### src/rtl/mc_pkg.sv
`default_nettype none
// ============================================================================
// Module   : mc_pkg
// Brief    : Shared types and encodings for the RV32I multicycle controller.
// Revision : 1.0
// ============================================================================
package mc_pkg;

  typedef enum logic [3:0] {
    S_FETCH    = 4'd0,
    S_DECODE   = 4'd1,
    S_MEMADR   = 4'd2,
    S_MEMREAD  = 4'd3,
    S_MEMWB    = 4'd4,
    S_MEMWRITE = 4'd5,
    S_EXECR    = 4'd6,
    S_EXECI    = 4'd7,
    S_ALUWB    = 4'd8,
    S_BEQ      = 4'd9,
    S_ILLEGAL  = 4'd10
  } state_t;

  localparam logic [6:0] c_OP_LW   = 7'b0000011;
  localparam logic [6:0] c_OP_SW   = 7'b0100011;
  localparam logic [6:0] c_OP_RALU = 7'b0110011;
  localparam logic [6:0] c_OP_IALU = 7'b0010011;
  localparam logic [6:0] c_OP_BEQ  = 7'b1100011;

  localparam logic [2:0] c_ALU_ADD = 3'b000;
  localparam logic [2:0] c_ALU_SUB = 3'b001;
  localparam logic [2:0] c_ALU_AND = 3'b010;
  localparam logic [2:0] c_ALU_OR  = 3'b011;
  localparam logic [2:0] c_ALU_SLT = 3'b101;

  // Coarse ALU intent from the FSM; the decoder refines c_ALUOP_FUNCT.
  localparam logic [1:0] c_ALUOP_ADD   = 2'b00;
  localparam logic [1:0] c_ALUOP_SUB   = 2'b01;
  localparam logic [1:0] c_ALUOP_FUNCT = 2'b10;

  localparam logic [1:0] c_IMM_ZERO = 2'b00;
  localparam logic [1:0] c_IMM_I    = 2'b01;
  localparam logic [1:0] c_IMM_S    = 2'b10;
  localparam logic [1:0] c_IMM_B    = 2'b11;

  localparam logic [1:0] c_RES_ALUOUT = 2'b00;
  localparam logic [1:0] c_RES_MEM    = 2'b01;
  localparam logic [1:0] c_RES_ALU    = 2'b10;

  localparam logic [1:0] c_SRCA_PC    = 2'b00;
  localparam logic [1:0] c_SRCA_OLDPC = 2'b01;
  localparam logic [1:0] c_SRCA_RS1   = 2'b10;

  localparam logic [1:0] c_SRCB_RS2   = 2'b00;
  localparam logic [1:0] c_SRCB_IMM   = 2'b01;
  localparam logic [1:0] c_SRCB_FOUR  = 2'b10;

endpackage
`default_nettype wire

### src/rtl/mc_control_alu_decoder.sv
`default_nettype none
// ============================================================================
// Module   : alu_decoder
// Brief    : Maps FSM ALU intent plus funct fields to the ALU control code.
// Revision : 1.0
// ============================================================================
module alu_decoder
  import mc_pkg::*;
(
  input  logic [1:0] alu_op,
  input  logic [2:0] funct3,
  input  logic       op5,
  input  logic       funct7b5,
  output logic [2:0] alu_control
);

  always_comb begin
    alu_control = c_ALU_ADD;
    case (alu_op)
      c_ALUOP_SUB: alu_control = c_ALU_SUB;
      c_ALUOP_FUNCT: begin
        case (funct3)
          // funct7b5 only means sub for register-register ops, not addi.
          3'b000:  alu_control = (op5 & funct7b5) ? c_ALU_SUB : c_ALU_ADD;
          3'b010:  alu_control = c_ALU_SLT;
          3'b110:  alu_control = c_ALU_OR;
          3'b111:  alu_control = c_ALU_AND;
          default: alu_control = c_ALU_ADD;
        endcase
      end
      default: alu_control = c_ALU_ADD;
    endcase
  end

endmodule
`default_nettype wire

### src/rtl/mc_control.sv
`default_nettype none
// ============================================================================
// Module   : mc_control
// Brief    : Multicycle RV32I control FSM driving the shared datapath.
// Revision : 1.0
// ============================================================================
module mc_control
  import mc_pkg::*;
(
  input  logic       clk,
  input  logic       rst,
  input  logic [6:0] op,
  input  logic [2:0] funct3,
  input  logic       funct7b5,
  input  logic       zero,
  input  logic       mem_ready,
  output logic       pc_write,
  output logic       adr_src,
  output logic       mem_write,
  output logic       ir_write,
  output logic [1:0] result_src,
  output logic [1:0] alu_src_a,
  output logic [1:0] alu_src_b,
  output logic [2:0] alu_control,
  output logic [1:0] imm_src,
  output logic       reg_write,
  output logic       illegal
);

  state_t     r_state;
  state_t     w_nextState;
  logic [1:0] w_aluOp;
  logic       w_pcWrite;
  logic       w_memWrite;
  logic       w_irWrite;
  logic       w_regWrite;
  logic       w_illegal;

  always_ff @(posedge clk or posedge rst) begin
    if (rst) r_state <= S_FETCH;
    else     r_state <= w_nextState;
  end

  always_comb begin
    w_nextState = r_state;
    w_aluOp     = c_ALUOP_ADD;
    w_pcWrite   = 1'b0;
    w_memWrite  = 1'b0;
    w_irWrite   = 1'b0;
    w_regWrite  = 1'b0;
    w_illegal   = 1'b0;
    adr_src     = 1'b0;
    result_src  = c_RES_ALUOUT;
    alu_src_a   = c_SRCA_PC;
    alu_src_b   = c_SRCB_RS2;

    case (r_state)
      S_FETCH: begin
        alu_src_b  = c_SRCB_FOUR;
        result_src = c_RES_ALU;
        w_irWrite  = mem_ready;
        w_pcWrite  = mem_ready;
        if (mem_ready) w_nextState = S_DECODE;
      end
      S_DECODE: begin
        alu_src_a = c_SRCA_OLDPC;
        alu_src_b = c_SRCB_IMM;
        case (op)
          c_OP_LW, c_OP_SW: w_nextState = S_MEMADR;
          c_OP_RALU:        w_nextState = S_EXECR;
          c_OP_IALU:        w_nextState = S_EXECI;
          c_OP_BEQ:         w_nextState = S_BEQ;
          default:          w_nextState = S_ILLEGAL;
        endcase
      end
      S_MEMADR: begin
        alu_src_a   = c_SRCA_RS1;
        alu_src_b   = c_SRCB_IMM;
        w_nextState = (op == c_OP_SW) ? S_MEMWRITE : S_MEMREAD;
      end
      S_MEMREAD: begin
        adr_src = 1'b1;
        if (mem_ready) w_nextState = S_MEMWB;
      end
      S_MEMWB: begin
        result_src  = c_RES_MEM;
        w_regWrite  = 1'b1;
        w_nextState = S_FETCH;
      end
      S_MEMWRITE: begin
        adr_src    = 1'b1;
        w_memWrite = 1'b1;
        if (mem_ready) w_nextState = S_FETCH;
      end
      S_EXECR: begin
        alu_src_a   = c_SRCA_RS1;
        alu_src_b   = c_SRCB_RS2;
        w_aluOp     = c_ALUOP_FUNCT;
        w_nextState = S_ALUWB;
      end
      S_EXECI: begin
        alu_src_a   = c_SRCA_RS1;
        alu_src_b   = c_SRCB_IMM;
        w_aluOp     = c_ALUOP_FUNCT;
        w_nextState = S_ALUWB;
      end
      S_ALUWB: begin
        w_regWrite  = 1'b1;
        w_nextState = S_FETCH;
      end
      S_BEQ: begin
        alu_src_a   = c_SRCA_RS1;
        alu_src_b   = c_SRCB_RS2;
        w_aluOp     = c_ALUOP_SUB;
        w_pcWrite   = zero;
        w_nextState = S_FETCH;
      end
      S_ILLEGAL: begin
        w_illegal   = 1'b1;
        w_nextState = S_ILLEGAL;
      end
      default: w_nextState = S_FETCH;
    endcase
  end

  // Reset masks every side effect immediately, even before the state flop clears.
  assign pc_write  = w_pcWrite  & ~rst;
  assign ir_write  = w_irWrite  & ~rst;
  assign mem_write = w_memWrite & ~rst;
  assign reg_write = w_regWrite & ~rst;
  assign illegal   = w_illegal  & ~rst;

  always_comb begin
    case (op)
      c_OP_LW, c_OP_IALU: imm_src = c_IMM_I;
      c_OP_SW:            imm_src = c_IMM_S;
      c_OP_BEQ:           imm_src = c_IMM_B;
      default:            imm_src = c_IMM_ZERO;
    endcase
  end

  alu_decoder u_aluDecoder (
    .alu_op      (w_aluOp),
    .funct3      (funct3),
    .op5         (op[5]),
    .funct7b5    (funct7b5),
    .alu_control (alu_control)
  );

endmodule
`default_nettype wire

### config.mk
export PLATFORM = sky130hd
export DESIGN_NAME = mc_control
export DESIGN_NICKNAME = d
export VERILOG_FILES = /design/src/rtl/mc_pkg.sv /design/src/rtl/mc_control_alu_decoder.sv /design/src/rtl/mc_control.sv
export SDC_FILE = /design/constraint.sdc
export NUM_CORES = 1
export LEC_CHECK = 0
export BUFFER_PORTS_ARGS = -buffer_cell sky130_fd_sc_hd__buf_2
export CAP_MARGIN = 10
export CORE_MARGIN = 2
export CORE_UTILIZATION = 44
export DETAILED_ROUTE_END_ITERATION = 10
export HOLD_SLACK_MARGIN = 0.06
export MAX_ROUTING_LAYER = met4
export PLACE_DENSITY_LB_ADDON = 0.08
export SLEW_MARGIN = 20
export SYNTH_ARGS = -nofsm -noshare
export SYNTH_HDL_FRONTEND = slang
export SYNTH_SLANG_ARGS = --single-unit
### constraint.sdc
create_clock -name clk -period 2 [get_ports clk]
set_input_delay 0.3 -clock clk [delete_from_list [all_inputs] [get_ports clk]]
set_output_delay 0.3 -clock clk [all_outputs]
set_load 0.05 [all_outputs]
; ---- Word level (Yosys, flattened, before mapping)
; Index checks and enable logic that the tools add are counted.
[word_totals]
ff_bits = 4
in_bits = 15
output_inout_bits = 17
elab_cells = 61
[classes]
n_eq_ne = 23
mux = 20
bitwise_logic = 7
n_reduce_logical = 10
[op_table]
columns = operator, n
row1 = 4-bit case mux with 7 select lines, 1
row2 = 4-bit by 3-bit == test with 1-bit output (second input constant), 4
row3 = 2-bit case mux with 2 select lines, 4
row4 = 4-bit case mux with 4 select lines, 1
row5 = 7-bit by 6-bit == test with 1-bit output (second input constant), 2
row6 = 4-bit == test (second input constant), 3
row7 = 4-bit 2-to-1 mux, 3
row8 = 3-bit case mux with 4 select lines, 1
row9 = 2-bit OR reduction, 5
row10 = 4-bit by 2-bit == test with 1-bit output (second input constant), 2
row11 = 7-bit by 2-bit == test with 1-bit output (second input constant), 1
row12 = 7-bit by 5-bit == test with 1-bit output (second input constant), 1
row13 = 7-bit == test (second input constant), 1
row14 = 1-bit bitwise AND, 6
row15 = 3-bit == test (second input constant), 2
row16 = 1-bit 2-to-1 mux, 6
row17 = 2-bit inequality test (second input constant), 3
row18 = 2-bit case mux with 3 select lines, 1
row19 = 3-bit case mux with 2 select lines, 1
row20 = 4-bit by 1-bit == test with 1-bit output (second input constant), 1
row21 = 4-bit logical NOT, 1
row22 = 4-bit OR reduction, 1
row23 = 3-bit by 2-bit == test with 1-bit output (second input constant), 1
row24 = 3-bit logical NOT, 1
row25 = other kinds (7), 7

; ---- Depth between registers and ports, before layout
[logic_depth]
word_depth = 5
ltp_mapped = 8
ltp_nobuf = 6

; ---- Modules after synthesis
; Synthesis repeated with hierarchy kept, for this count alone.
[hier_totals]
hier_cells = 86
area_unflattened_um2 = 670.6
[by_module_without_submodules]
columns = module, instances, cells_per_inst, area_per_inst_um2
row1 = mc_control, 1, 75, 574.3
row2 = alu_decoder, 1, 11, 96.3

; ---- Least setup slack after synthesis
; OpenSTA, ideal clock, no wires.
[synth_path]
kind = register to output
start = register r_state[3]
end = output pc_write
arrival_ns = 3.187
required_ns = 1.700
slack_ns = -1.487
path_stages_with_launch = 5
n_path_buf = 1
path_cell_list = dfrtp_1 -> buf_2 -> nor4_1 -> nand2_1 -> a21oi_1
[synth_between]
elab_chain_cells = 3
word_cells_on_any_way = 4
cone_classes = eq/ne (1) / mux (1) / bitwise (1) / reduce/logical (1)
[synth_lines]
columns = item, line_no
row1 = start: declaration, mc_control.sv:30  ; state_t r_state;
row2 = start signal: assignment, mc_control.sv:41  ; else r_state <= w_nextState;
row3 = 4-bit == test / 4-bit logical NOT (equally long branches), mc_control.sv:57  ; case (r_state)
row4 = 1-bit case mux with 2 select lines *, mc_control.sv:57
row5 = 1-bit bitwise AND *, mc_control.sv:127  ; assign pc_write = w_pcWrite & ~rst;
row6 = end: declaration, mc_control.sv:17  ; output logic pc_write,
; Every way passes the cells marked *; elsewhere a longest branch is shown, timed or not.

; ---- Final worst setup path
[layout_path]
start = register r_state[2]
end = output pc_write
; Same word-level chain as after synthesis.

==> metrics.md <==
| Metric | Value |
|---|---|
| Outcome | finished, final reports clean |
| Crit path largest cell delay | 420 ps |
| Final GP Congestion | 0.8346 |
| HP Class | input pin to flip-flop |
| Area growth from synthesis to layout | 59.64% |
| Mapped Area | 629.4 sq um |
| Gr ovfl total | 0 |
| Largest family of logic cells by synthesized area | simple AND/OR/NAND/NOR gates |
| Antenna-violating nets left | 0 |
| Port Buffers | 31 |
| Critical-path maximum fanout | 14 |
| Syn Area/Cell | 7.318 sq um |
| Crit path kind | flip-flop to primary output |
| Final Hold Viols | 0 |
| Cell variety after synth | 35 |
| Post-synthesis sequential area ratio | 0.1590 |
| Worst Path Required | 1700 ps |
| Combinational share of power | 0.813 |
| Post-Place Worst Slack | 167.6 ps |
| Starting Density | 0.4777 |
| Largest Register | r_state |
| Switching Fraction | 0.5861 |
| Minimum clock period | 1937 ps |
| Antenna cell count | 0 |
| Slowest CP cell | dfrtp_1 |
| TritonCTS clock tree | built |
| RSZ-0062 raised after global routing | true |
| Multiplexer area fraction after synthesis | 0.01590 |
| Hold endpoint | r_state[2] |
| Hold path cells | 3 |
| FP Rows | 13 |
| Top area cells in the synthesized netlist | dfrtp_1, o21ai_0, nand4bb_4 |
| Routed len/inst | 13.13 um |
| Post-Syn Nets | 103 |
| Register Area | 100.1 sq um |
| Crit start category | flip-flop |
| Die width | 41.82 um |
| Layout cells sized above 1 | 0.5285 |
| Largest net degree at the start of global routing | 20 |
| Worst-margin pin slew | 359.5 ps |
| Max reg flops | 4 |
| Final setup vio count | 0 |
| P_leak | 0.4353 nW |
| Initial antenna violation count | 0 |
| Synth Flop Type | dfrtp_1 |
| Final Skew | 6.472 ps |
| Slew margin rel. | 0.7573 |
| Clock power share | 0.075 |
| Cell Area, Placed | 924.6 sq um |
| CP Capture Type | primary output |
| Clk sinks | 4 |
| Routed wire length | 1.812 mm |
| Chip Height | 41.82 um |
| Vias in the first global route | 708 |
| Root buffer cell | clkbuf_4 |
| Area fraction in compound gates after synthesis | 0.2008 |
| DRC | 0 |
| Simple-gate portion of the synthesized area | 0.4553 |
| Int Power | 0.5737 mW |
| Final Cycle Share | 0.9684 |
| I/O pin total | 32 |
| Multi-input gate area | 594.3 sq um |
| WHS | 414.9 ps |
| Clock Latency Late Sink | 240 ps |
| CP cell instances | buf_4 -> nor4_4 -> nand2_2 -> a21oi_1 -> buf_4 |
| FF+latch count, synth | 4 |
| Peak Freq | 516.3 MHz |
| Final setup margin | 63.15 ps |
| Global-route wire length before repair | 3.049 mm |
| Worst R2R Path Depth | 4 |
| Reg2reg setup slack | 430 ps |
| Buffer depth of the longest clock path | 2 |
| PD cells | 1380 nW/um^2 |
| Largest registers | r_state (4) |
| Clock Pin Slew Worst Setup and Hold Paths | 30 ps |
| XOR/XNOR Fraction of Synth Area | 0.02783 |
| Core ar. | 1318 sq um |
| Total GRT Usage | 0.2297 |
| Layout fillers | 103 |
| Synthesis Warnings | 0 |
| Initial detailed-routing violation count | 13 |
| Slew Limit Fails | 0 |
| Async SR Flop Fraction | 1.000 |
| Most frequent CP cell | buf_4 |
| Area leader, netlist | dfrtp_1 |
| Post-Layout Inst Area | 1005 sq um |
| EDFF count, synth | 0 |
| HP Start | op[6] |
| Drt first pass iters | 5 |
| Nets | 142 |
| Critical path arrival | 1640 ps |
| H-Tree Depth | 1 |
| Detailed placement HPWL | 1.338 mm |
| Worst r2r dst | r_state[2] |
| Gate count of the mapped netlist | 86 |
| Die Area | 1749 sq um |
| Switching pwr | 0.8124 mW |
| Inserted Clock Buffers | 3 |
| Synth Area in Adders | 0.03976 |
| Max-cap violation count | 0 |
| Worst vdd ir | 0.0006415 V |
| Synth top area share | 0.1590 |
| Flop pwr share | 0.112 |
| Via count | 809 |
| Vias per cell | 5.862 |
| R2r startpoint | r_state[2] |
[per-stage QoR]
| step | cells | total power [mW] | util | setup TNS [ps] |
|---|---|---|---|---|
| after global routing | 138 | 1.480 | 0.7626 | -119.7 |
| final | 138 | 1.386 | 0.7626 | 0 |
| after CTS | 137 | 1.361 | 0.7436 | 0 |
| after global placement | 132 | 1.215 | 0.7018 | 0 |
| after detailed placement | 132 | 1.234 | 0.7018 | 0 |
| after floorplan | 86 | 1.077 | - | -585.2 |
[worst max path at each step]
| stage | depth (start not counted) | endpoint | slack, ps | startpoint |
|---|---|---|---|---|
| after floorplan | 4 | pc_write | -540 | r_state[2] |
| after global placement | 6 | alu_control[2] | 200 | r_state[1] |
| after detailed placement | 6 | alu_control[2] | 170 | r_state[1] |
| after CTS | 7 | alu_control[0] | 7 | r_state[2] |
| after global routing | 6 | alu_control[2] | -50 | r_state[1] |
| final | 5 | pc_write | 60 | r_state[2] |
[synth_stat cells (2+ instances only)]
master	count
nand2_1	7
nor2_1	7
o21ai_0	6
a21oi_1	5
inv_1	5
dfrtp_1	4
nor2b_1	4
nor3_1	4
nor4_1	4
a211o_1	3
buf_2	3
nand3b_1	3
nor3b_1	3
a211oi_1	2
and3b_1	2
buf_4	2
ha_1	2
or3b_1	2
xnor2_1	2
[what timing repair did]
item                                   in CTS  in global routing
setup buffers                               1                  1
endpoints found under the hold margin       4                  0
setup endpoints to repair                   3                  5
hold buffers                                1                  0
gates resized for setup                     5                  5
pin swaps                                   1                  3
[area by class of cell]
cell class	count	share of cell area
multi-input combinational	70	0.5915
timing repair buffer	41	0.2491
sequential	4	0.09963
clock buffer	3	0.02242
inverter	5	0.01868
tap	15	0.01868
[layer usage]
layer,track usage,part of all wire,vias to the layer above
met3,0.02609,0.073,5
met4,0.1161,0.023,0
met2,0.4000,0.50,39
met5,-,0,-
met1,0.2559,0.40,378
li1,-,-,387
[critical path: cells and delay by family (launching register included)]
family | cells | cell delay (ps)
buffers and inverters | 2 | 430
flip-flops | 1 | 420
AO/OA/AOI/OAI | 1 | 140
AND/OR/NAND/NOR | 2 | 410
[placed cells by master, fill, tap and decap left out, types with 3 or more instances in the layout]
| cell | netlist | routed |
|---|---|---|
| a211o_1 | 3 | 3 |
| a21oi_1 | 5 | 4 |
| buf_2 | 3 | 27 |
| buf_4 | 2 | 10 |
| clkbuf_4 | 0 | 4 |
| dfrtp_1 | 4 | 4 |
| inv_1 | 5 | 3 |
| nand2_1 | 7 | 5 |
| nand3b_1 | 3 | 3 |
| nor2_1 | 7 | 5 |
| nor2b_1 | 4 | 4 |
| o21ai_0 | 6 | 4 |
[power by group through the flow]
stage / Combinational, mW / Clock, mW / Sequential (mW)
after detailed placement: 1.08 / 0 / 0.154
after CTS: 1.10 / 0.105 / 0.154
final: 1.13 / 0.104 / 0.156
after floorplan: 0.933 / 0 / 0.143
after global placement: 1.06 / 0 / 0.152
after global routing: 1.21 / 0.115 / 0.160
[cells by family after synthesis]
logic type | Yosys count
mux | 1
compound gates | 20
flops | 4
simple gates | 45
fa+ha+maj | 2
buf+inv | 12
xor+xnor | 2
No activity file was read; power rests on OpenSTA's default activity.
